**src/rtl/display_pkg.sv**
```systemverilog
// Shared seven-segment patterns and BCD decode helper.
// Patterns are active-high, bit 0 = segment a.
package display_pkg;

  localparam logic [6:0] SEG_0    = 7'h3F;
  localparam logic [6:0] SEG_1    = 7'h06;
  localparam logic [6:0] SEG_2    = 7'h5B;
  localparam logic [6:0] SEG_3    = 7'h4F;
  localparam logic [6:0] SEG_4    = 7'h66;
  localparam logic [6:0] SEG_5    = 7'h6D;
  localparam logic [6:0] SEG_6    = 7'h7D;
  localparam logic [6:0] SEG_7    = 7'h07;
  localparam logic [6:0] SEG_8    = 7'h7F;
  localparam logic [6:0] SEG_9    = 7'h6F;
  localparam logic [6:0] SEG_DASH = 7'h40;
  localparam logic [6:0] SEG_OFF  = 7'h00;

  function automatic logic [6:0] bcd_to_seg(
    input logic [3:0] bcd
  );
    case (bcd)
      4'd0:    return SEG_0;
      4'd1:    return SEG_1;
      4'd2:    return SEG_2;
      4'd3:    return SEG_3;
      4'd4:    return SEG_4;
      4'd5:    return SEG_5;
      4'd6:    return SEG_6;
      4'd7:    return SEG_7;
      4'd8:    return SEG_8;
      4'd9:    return SEG_9;
      default: return SEG_DASH;
    endcase
  endfunction

endpackage

```
**src/rtl/seg7_decoder.sv**
```systemverilog
// Combinational BCD to active-high seven-segment decoder.
// Non-decimal codes render as a dash.
module seg7_decoder
  import display_pkg::*;
(
  input  logic [3:0] bcd,
  output logic [6:0] seg
);

  assign seg = bcd_to_seg(bcd);

endmodule

```
**src/rtl/bcd_display_scanner.sv**
```systemverilog
// Multiplexed seven-segment scanner with double-buffered BCD row
// and optional leading-zero blanking.
module bcd_display_scanner
  import display_pkg::*;
#(
  parameter int NUM_DIGITS  = 4,
  parameter int REFRESH_DIV = 50000,
  parameter bit ACTIVE_LOW  = 1'b1
) (
  input  logic                    clk,
  input  logic                    rst,
  input  logic [4*NUM_DIGITS-1:0] bcd_in,
  input  logic                    bcd_valid,
  input  logic [NUM_DIGITS-1:0]   dp_in,
  input  logic                    blank_lz,
  output logic [6:0]              seg,
  output logic                    dp,
  output logic [NUM_DIGITS-1:0]   an,
  output logic                    frame_done
);

  localparam int CW = $clog2(REFRESH_DIV);
  localparam int IW = $clog2(NUM_DIGITS);
  localparam logic [CW-1:0] CNT_MAX = CW'(REFRESH_DIV - 1);
  localparam logic [IW-1:0] IDX_MAX = IW'(NUM_DIGITS - 1);

  typedef logic [NUM_DIGITS-1:0][3:0] row_t;

  logic [CW-1:0]         cnt_q, cnt_d;
  logic [IW-1:0]         idx_q, idx_d;
  logic                  lit_q, lit_d;
  row_t                  pend_q, pend_d;
  row_t                  disp_q, disp_d;
  logic [NUM_DIGITS-1:0] pdp_q, pdp_d;
  logic [NUM_DIGITS-1:0] ddp_q, ddp_d;
  logic [6:0]            seg_q, seg_d;
  logic                  dp_q, dp_d;
  logic [NUM_DIGITS-1:0] an_q, an_d;
  logic                  fd_q;

  logic                  tick, wrap, blank;
  logic [NUM_DIGITS-1:0] zero_up;
  logic [NUM_DIGITS-1:0] an_hi;
  logic [3:0]            sel_bcd;
  logic [6:0]            dec_seg, seg_hi;
  logic                  dp_hi;

  seg7_decoder u_dec (
    .bcd (sel_bcd),
    .seg (dec_seg)
  );

  always_comb begin
    tick  = (cnt_q == CNT_MAX);
    cnt_d = tick ? '0 : cnt_q + CW'(1);
    // The first tick only lights digit 0; scanning advances after that.
    lit_d = lit_q | tick;
    wrap  = tick && lit_q && (idx_q == IDX_MAX);
    idx_d = idx_q;
    if (tick && lit_q) idx_d = wrap ? '0 : idx_q + IW'(1);

    pend_d = bcd_valid ? row_t'(bcd_in) : pend_q;
    pdp_d  = bcd_valid ? dp_in : pdp_q;
    disp_d = wrap ? pend_d : disp_q;
    ddp_d  = wrap ? pdp_d : ddp_q;

    zero_up = '1;
    for (int i = 0; i < NUM_DIGITS; i++) begin
      for (int j = i; j < NUM_DIGITS; j++) begin
        if (disp_d[j] != 4'd0) zero_up[i] = 1'b0;
      end
    end

    sel_bcd = disp_d[idx_d];
    blank   = blank_lz && (idx_d != '0) && zero_up[idx_d];
    seg_hi  = blank ? SEG_OFF : dec_seg;
    dp_hi   = ddp_d[idx_d];
    an_hi   = '0;
    an_hi[idx_d] = 1'b1;

    if (!lit_d) begin
      seg_hi = SEG_OFF;
      dp_hi  = 1'b0;
      an_hi  = '0;
    end

    seg_d = seg_hi ^ {7{ACTIVE_LOW}};
    dp_d  = dp_hi ^ ACTIVE_LOW;
    an_d  = an_hi ^ {NUM_DIGITS{ACTIVE_LOW}};
  end

  always_ff @(posedge clk) begin
    if (rst) begin
      cnt_q  <= '0;
      idx_q  <= '0;
      lit_q  <= 1'b0;
      pend_q <= '0;
      disp_q <= '0;
      pdp_q  <= '0;
      ddp_q  <= '0;
      seg_q  <= {7{ACTIVE_LOW}};
      dp_q   <= ACTIVE_LOW;
      an_q   <= {NUM_DIGITS{ACTIVE_LOW}};
      fd_q   <= 1'b0;
    end else begin
      cnt_q  <= cnt_d;
      idx_q  <= idx_d;
      lit_q  <= lit_d;
      pend_q <= pend_d;
      disp_q <= disp_d;
      pdp_q  <= pdp_d;
      ddp_q  <= ddp_d;
      seg_q  <= seg_d;
      dp_q   <= dp_d;
      an_q   <= an_d;
      fd_q   <= wrap;
    end
  end

  assign seg        = seg_q;
  assign dp         = dp_q;
  assign an         = an_q;
  assign frame_done = fd_q;

endmodule

```
**config.mk**
```make
export PLATFORM = sky130hd
export DESIGN_NAME = bcd_display_scanner
export DESIGN_NICKNAME = d
export VERILOG_FILES = /design/src/rtl/display_pkg.sv /design/src/rtl/seg7_decoder.sv /design/src/rtl/bcd_display_scanner.sv
export SDC_FILE = /design/constraint.sdc
export NUM_CORES = 1
export LEC_CHECK = 0
export ABC_AREA = 0
export ABC_CLOCK_PERIOD_IN_PS = 7000
export CORE_MARGIN = 5
export CORE_UTILIZATION = 38
export DETAILED_ROUTE_END_ITERATION = 7
export GPL_TIMING_DRIVEN = 0
export PLACE_DENSITY_LB_ADDON = 0.08
export SYNTH_ARGS = -nofsm -noshare
export SYNTH_HDL_FRONTEND = slang
export SYNTH_HIERARCHICAL = 1
export SYNTH_SLANG_ARGS = --single-unit
```
**constraint.sdc**
```tcl
create_clock -name clk -period 7 [get_ports clk]
set_input_delay 1.75 -clock clk [delete_from_list [all_inputs] [get_ports clk]]
set_output_delay 1.75 -clock clk [all_outputs]
set_load 0.01 [all_outputs]
```
# Word-level counts from Yosys, hierarchy flattened
# Memories as Yosys holds them, arrays and structs flattened.
# Index checks and enable logic that the tools add are counted.
# classes
bitwise	4
muxes	28
n_eq_ne	2
addsub	2
n_reduce_logical	11
order_cmp	2
# op_table
cell	n
2-to-1 mux 16 bit	2
adder 16 x 1 -> 16 bit, second input constant	1
== test 16 bit, second input constant	1
2-to-1 mux 4 bit	4
nonzero test 4 bit	4
2-to-1 mux 1 bit	14
2-to-1 mux 7 bit	2
binary-select mux 4 bit (select 2 bit)	1
inverter 7 bit	1
logical AND 1 bit	5
binary-select mux 1 bit (select 2 bit)	2
2-to-1 mux 2 bit	2
inverter 4 bit	1
< comparator 2 x 3 -> 1 bit, second input constant	1
adder 2 x 1 -> 2 bit, second input constant	1
demux 1 bit (select 2 bit)	1
== test 2 bit, second input constant	1
greater-or-equal comparator 2 x 1 -> 1 bit, second input constant	1
nonzero test 2 bit	1
OR reduction 2 bit	1
inverter 1 bit	1
OR 1 bit	1
# word_totals
n_memories	1
elab_cells	67
rom_bits	112
inputBits	24
register_bits	72
# mem_list
name	depth	word_bits	read_ports	rd_clocked_by_memory_dff	wr	line	text
(name not given)	16	7	1	0	0	display_pkg.sv:21	case (bcd)

# Depth between registers and ports, before layout
# Gate-level depths: netlist of the first run.
# depth
ltp_word	15
ltp_mapped	13
mapped_depth_nobuf	12

# Hierarchy
# Netlist of the first run, hierarchy kept.
# by_module_without_submodules
mod	cells_per_inst	n_inst	area_per_inst_um2
bcd_display_scanner	340	1	3031.7
seg7_decoder	29	1	225.2

# Least setup slack after synthesis of the first run
# OpenSTA, ideal clock, no wires.
# synth_path
path_kind	input -> register
from	input port bcd_valid
to	register seg_q[3], in the netlist seg[3]
n_path_buf	3
arrival_time_ns	4.288
path_stages	12
setup_slack_ns	2.588
path_cell_list	clkbuf_1 > buf_2 > buf_1 > mux2i_1 > nor2_1 > a21oi_1 > o221ai_1 > inv_1 > ha_1 > mux2_4 > o22ai_1 > nand2_1
# synth_between
word_cells_on_any_way	25
cone_classes	mux (18); bitwise (1); reduce/logical (5); memory (1)
# synth_lines
element	line	text
start: declaration	bcd_display_scanner.sv:13	input logic bcd_valid,
2-to-1 mux 16 bit	bcd_display_scanner.sv:62	pend_d = bcd_valid ? row_t'(bcd_in) : pend_q;
2-to-1 mux 16 bit	bcd_display_scanner.sv:64	disp_d = wrap ? pend_d : disp_q;
binary-select mux 4 bit (select 2 bit)	bcd_display_scanner.sv:74	sel_bcd = disp_d[idx_d];
2-to-1 mux 4 bit (implied by the code)	bcd_display_scanner.sv:74	
named net sel_bcd[1]	bcd_display_scanner.sv:44	logic [3:0] sel_bcd;
memory read (16 x 7 bit)	--	
named net dec_seg[3]	bcd_display_scanner.sv:45	logic [6:0] dec_seg, seg_hi;
2-to-1 mux 7 bit	bcd_display_scanner.sv:76	seg_hi = blank ? SEG_OFF : dec_seg;
2-to-1 mux 7 bit	bcd_display_scanner.sv:81	if (!lit_d) begin
inverter 7 bit (no line)	--	
end signal: assignment	bcd_display_scanner.sv:101	seg_q <= {7{ACTIVE_LOW}};
end signal: assignment	bcd_display_scanner.sv:113	seg_q <= seg_d;
end: declaration	bcd_display_scanner.sv:36	logic [6:0] seg_q, seg_d;
# The timed path passes the listed nets, and every way through them passes these cells. The select of a mux whose other input is x is not followed.
# A chain may end at the register's enable or synchronous reset.

# Final worst setup path of the first run
# layout_path
from	input port bcd_valid
to	register seg_q[0], in the netlist seg[0]
# The elaborated chain is that of the path after synthesis.

==> results.txt, run 1 <==
The post-route total power came out at 799 uW. In this run the cell area of the synthesized design comes to 3260 sq um. The leakage power is 1.47 nW. The top cell types in the final layout, fill and taps aside, are sky130_fd_sc_hd__nor2_1 (73), sky130_fd_sc_hd__dfxtp_1 (72), sky130_fd_sc_hd__clkdlybuf4s50_1 (34). Max-cap violations in this run came to 0.

The count of input and output buffers is 34. In this run the tightest slew margin relative to its limit is 45.2%. The pin count of the biggest net entering global routing is 12. The number of detailed-routing iterations run before antenna repair came out at 4. The maximum VDD drop came out at 0.0882 mV.

The clock-pin transition on the worst setup and hold timing paths came out at 70 ps. The maximum clock rate came out at 207 MHz. The cell count after synthesis came out at 369.

The fraction of registers with async set/reset is 0%. The floorplan step defined a core boundary enclosing 8300 sq um. Between clock sinks in the finished design, the worst skew comes to 10.8 ps.

The routed wirelength normalized by instance count is 14.4 um. The number of buffers inserted by hold repair at cts came out at 0. The critical path starts at bcd_valid. The area growth from synthesis to layout came out at 20.6%. TritonCTS built the clock tree. The fraction of final layout cells with drive strength greater than 1 is 8.35%. The share of the clock period used by the worst path is 68.9%.

The via count of the first global-routing pass came out at 2609. The count of different cell masters after synthesis came out at 51. The initial antenna violation count came out at 0. The max-slew violation count is 0. The routed layout has 2656 vias. The quantity of gates resized following cts came out at 0. The initial standard-cell utilization of the core is 39.2%. The number of enable flip-flop cells after synthesis is 0. The total setup buffers inserted after CTS is 0. CTS placed an instance of sky130_fd_sc_hd__clkbuf_8 at the clock tree root. The H-tree was split into 3 levels. Routability-driven placement finished with a final weighted congestion of 0.895.

The synthesis-stage register bit count is 72. The clock buffer count from CTS came out at 9. The initial DRC count is 146.

The critical path required time is 7220 ps. Measured along the x axis, the die boundary spans 103 um. The signal on the critical path passes through clkbuf_1 -> buf_2 -> buf_1 -> mux2i_1 -> nor2_1 -> a21oi_1 -> o221ai_1 -> inv_1 -> ha_1 -> mux2_4 -> o22ai_1 -> nand2_1. For this run, the number of Yosys warnings is 6.

The worst min-delay path startpoint is cnt_q[0]. The setup path with the least slack is of type in2reg. The sequential share of the synthesized area is 44.3%. The number of setup violations in the final report is 0. The worst setup path is launched from an input pin.

Among all stages on the critical path, the largest delay is contributed by sky130_fd_sc_hd__buf_1. The maximum cell stage delay along the critical path is 670 ps. The maximum number of buffers from clock root to sink came out at 2. The floorplan has 33 rows. The signal arrival time at the worst endpoint is 5050 ps. The number of antenna diodes came out at 0. The setup TNS after final layout is 0 ps. The count of nets left with antenna violations once routing finished came out at 0. The worst hold path belongs to the class reg2reg.

At the pin with the least slew margin, the transition time is 822 ps. The worst register-to-register path begins at cnt_q[0]. Global routing consumed, over all layers together, 15.7% of the routing resources. The number of top-level pins is 37.

The top fanout value on the critical path came out at 10. The clock reaches the later pin of the worst-skew pair after 350 ps. The total power density per cell area is 203 nW/um^2. The library cell used most frequently in the layout, excluding fill and tap cells, is sky130_fd_sc_hd__nor2_1. The worst hold slack is 446 ps. The time the final worst path needs with I/O delays and setup came out at 4830 ps. The number of nets in the synthesized netlist is 401. The post-detailed-route via-to-cell ratio came out at 5.07. The post-layout instance area came out at 3930 sq um. The flow ran to the end, and the final reports show no timing, DRC or antenna violations. The floorplan step set the die height to 103 um. The most instantiated flip-flop cell in the synthesis netlist is sky130_fd_sc_hd__dfxtp_1. The number of clock sinks seen by CTS came out at 72. The capturing element type of the critical path is a register. After detailed placement, the total cell area comes to 3730 sq um. The sum of routed wire length over all layers is 7560 um. The mean instance size in the synthesized netlist came out at 8.83 sq um. The HPWL after detailed placement is 5600 um.

The total number of nets in the final design came out at 446. The floorplan step defined a die boundary enclosing 10500 sq um. The number of DRC violations after detailed routing is 0.

Global routing finished with a remaining overflow of 0. The first global-routing pass estimated 12700 um of wire. Setup repair after global routing left no endpoint under its margin.

The count of final hold-check violations came to 0.
per-layer routing:
metal  GRT usage [%]  part of all wire [%]  wire, um  up-vias
met3            3.18                   5.7       430        4
met2            23.4                    44      3290       55
met4            6.96                  0.78        59        0
met1            21.9                    50      3780     1212
li1                -                     -         -     1385
met5               0                     0         0        -
power by group:
part,internal (mW),switching [mW]
combinational,0.0224,0.0235
sequential,0.418,0.00371
clock,0.183,0.148
total,0.623,0.176
area by class of cell:
class	count	area, sq um
Clock buffer	13	159
Timing Repair Buffer	34	340
Fill cell	830	4370
Multi-Input combinational cell	263	1660
Tap cell	105	131
Sequential cell	72	1440
Clock inverter	3	40.0
Buffer	23	118
Inverter	11	41.3
state kept, by name (all words and copies together) (netlist names):
signal      count
seg             7
dp              1
pdp_q           4
idx_q           2
disp_q         16
ddp_q           4
lit_q           1
an              4
cnt_q          16
pend_q         16
frame_done      1
logic make-up (layout without fill, tap and decap cells):
logic type / after synthesis / in the layout / synth area share (%)
compound gates: 66 / 66 / 13.2
mux: 27 / 27 / 8.95
simple gates: 150 / 150 / 22.4
buf+inv: 34 / 84 / 4.88
xor+xnor: 12 / 12 / 3.23
fa+ha+maj: 8 / 8 / 3.07
flops: 72 / 72 / 44.3
worst paths after layout:
| check | slack, ps | end | depth (start not counted) |
|---|---|---|---|
| hold / removal | 450 | cnt_q[0] | 1 |
| setup / recovery | 2170 | seg[0] | 12 |
| hold reg to reg | 450 | cnt_q[0] | 1 |
| setup reg to reg | 3230 | seg[1] | 12 |
synth_stat cells, types with 4 or more instances:
master / number / area, sq um
sky130_fd_sc_hd__a211oi_1: 6 / 45.0
sky130_fd_sc_hd__a21oi_1: 15 / 75.1
sky130_fd_sc_hd__a22oi_1: 4 / 30.0
sky130_fd_sc_hd__and2_1: 4 / 25.0
sky130_fd_sc_hd__buf_2: 4 / 20.0
sky130_fd_sc_hd__clkbuf_1: 13 / 48.8
sky130_fd_sc_hd__dfxtp_1: 72 / 1440
sky130_fd_sc_hd__ha_1: 8 / 100
sky130_fd_sc_hd__inv_1: 11 / 41.3
sky130_fd_sc_hd__mux2i_1: 22 / 220
sky130_fd_sc_hd__nand2_1: 20 / 75.1
sky130_fd_sc_hd__nand3_1: 13 / 65.1
sky130_fd_sc_hd__nor2_1: 73 / 274
sky130_fd_sc_hd__nor2b_1: 5 / 31.3
sky130_fd_sc_hd__nor3_1: 4 / 20.0
sky130_fd_sc_hd__nor4_1: 8 / 50.1
sky130_fd_sc_hd__o21ai_0: 16 / 80.1
sky130_fd_sc_hd__o221ai_1: 4 / 35.0
sky130_fd_sc_hd__o22ai_1: 4 / 25.0
sky130_fd_sc_hd__xor2_1: 9 / 78.8
stage by stage:
| step | setup slack (ps) | cells | util (%) |
|---|---|---|---|
| finish | 2170 | 524 | 47.3 |
| global route | 1950 | 524 | 47.3 |
| CTS | 2150 | 524 | 47.3 |
| detailed placement | 1780 | 508 | 44.9 |
| global placement | 1810 | 508 | 44.9 |
| floorplan | 2590 | 369 | - |
critical path: cells and delay by family:
| family | cells | cell delay [ps] |
|---|---|---|
| buffers and inverters | 4 | 1600 |
| AOI/OAI and AO/OA | 3 | 770 |
| muxes | 2 | 490 |
| adders and majority gates | 1 | 220 |
| and+or+nand+nor | 2 | 190 |
(Power assumes the default switching activity.)
==> run 2: changes to the inputs <==
--- a/config.mk
+++ b/config.mk
@@ -6,7 +6,7 @@
 export NUM_CORES = 1
 export LEC_CHECK = 0
 export ABC_AREA = 0
-export ABC_CLOCK_PERIOD_IN_PS = 7000
+export ABC_CLOCK_PERIOD_IN_PS = 5000
 export CORE_MARGIN = 5
 export CORE_UTILIZATION = 38
 export DETAILED_ROUTE_END_ITERATION = 7
==> constraint.sdc (replaced) <==
create_clock -name clk -period 5 [get_ports clk]
set_input_delay 1.25 -clock clk [delete_from_list [all_inputs] [get_ports clk]]
set_output_delay 1.25 -clock clk [all_outputs]
set_load 0.01 [all_outputs]
==> results of run 2 <==
The final DEF is identical to that of run 1. Status: finished, final reports clean.
Among the figures that moved: setup slack after placement 1780 ps -> 279 ps; setup slack after layout 2170 ps -> 674 ps; register-to-register setup slack 3230 ps -> 1230 ps; total power 0.799 mW -> 1.12 mW; worst IR drop on VDD 0.0882 mV -> 0.124 mV
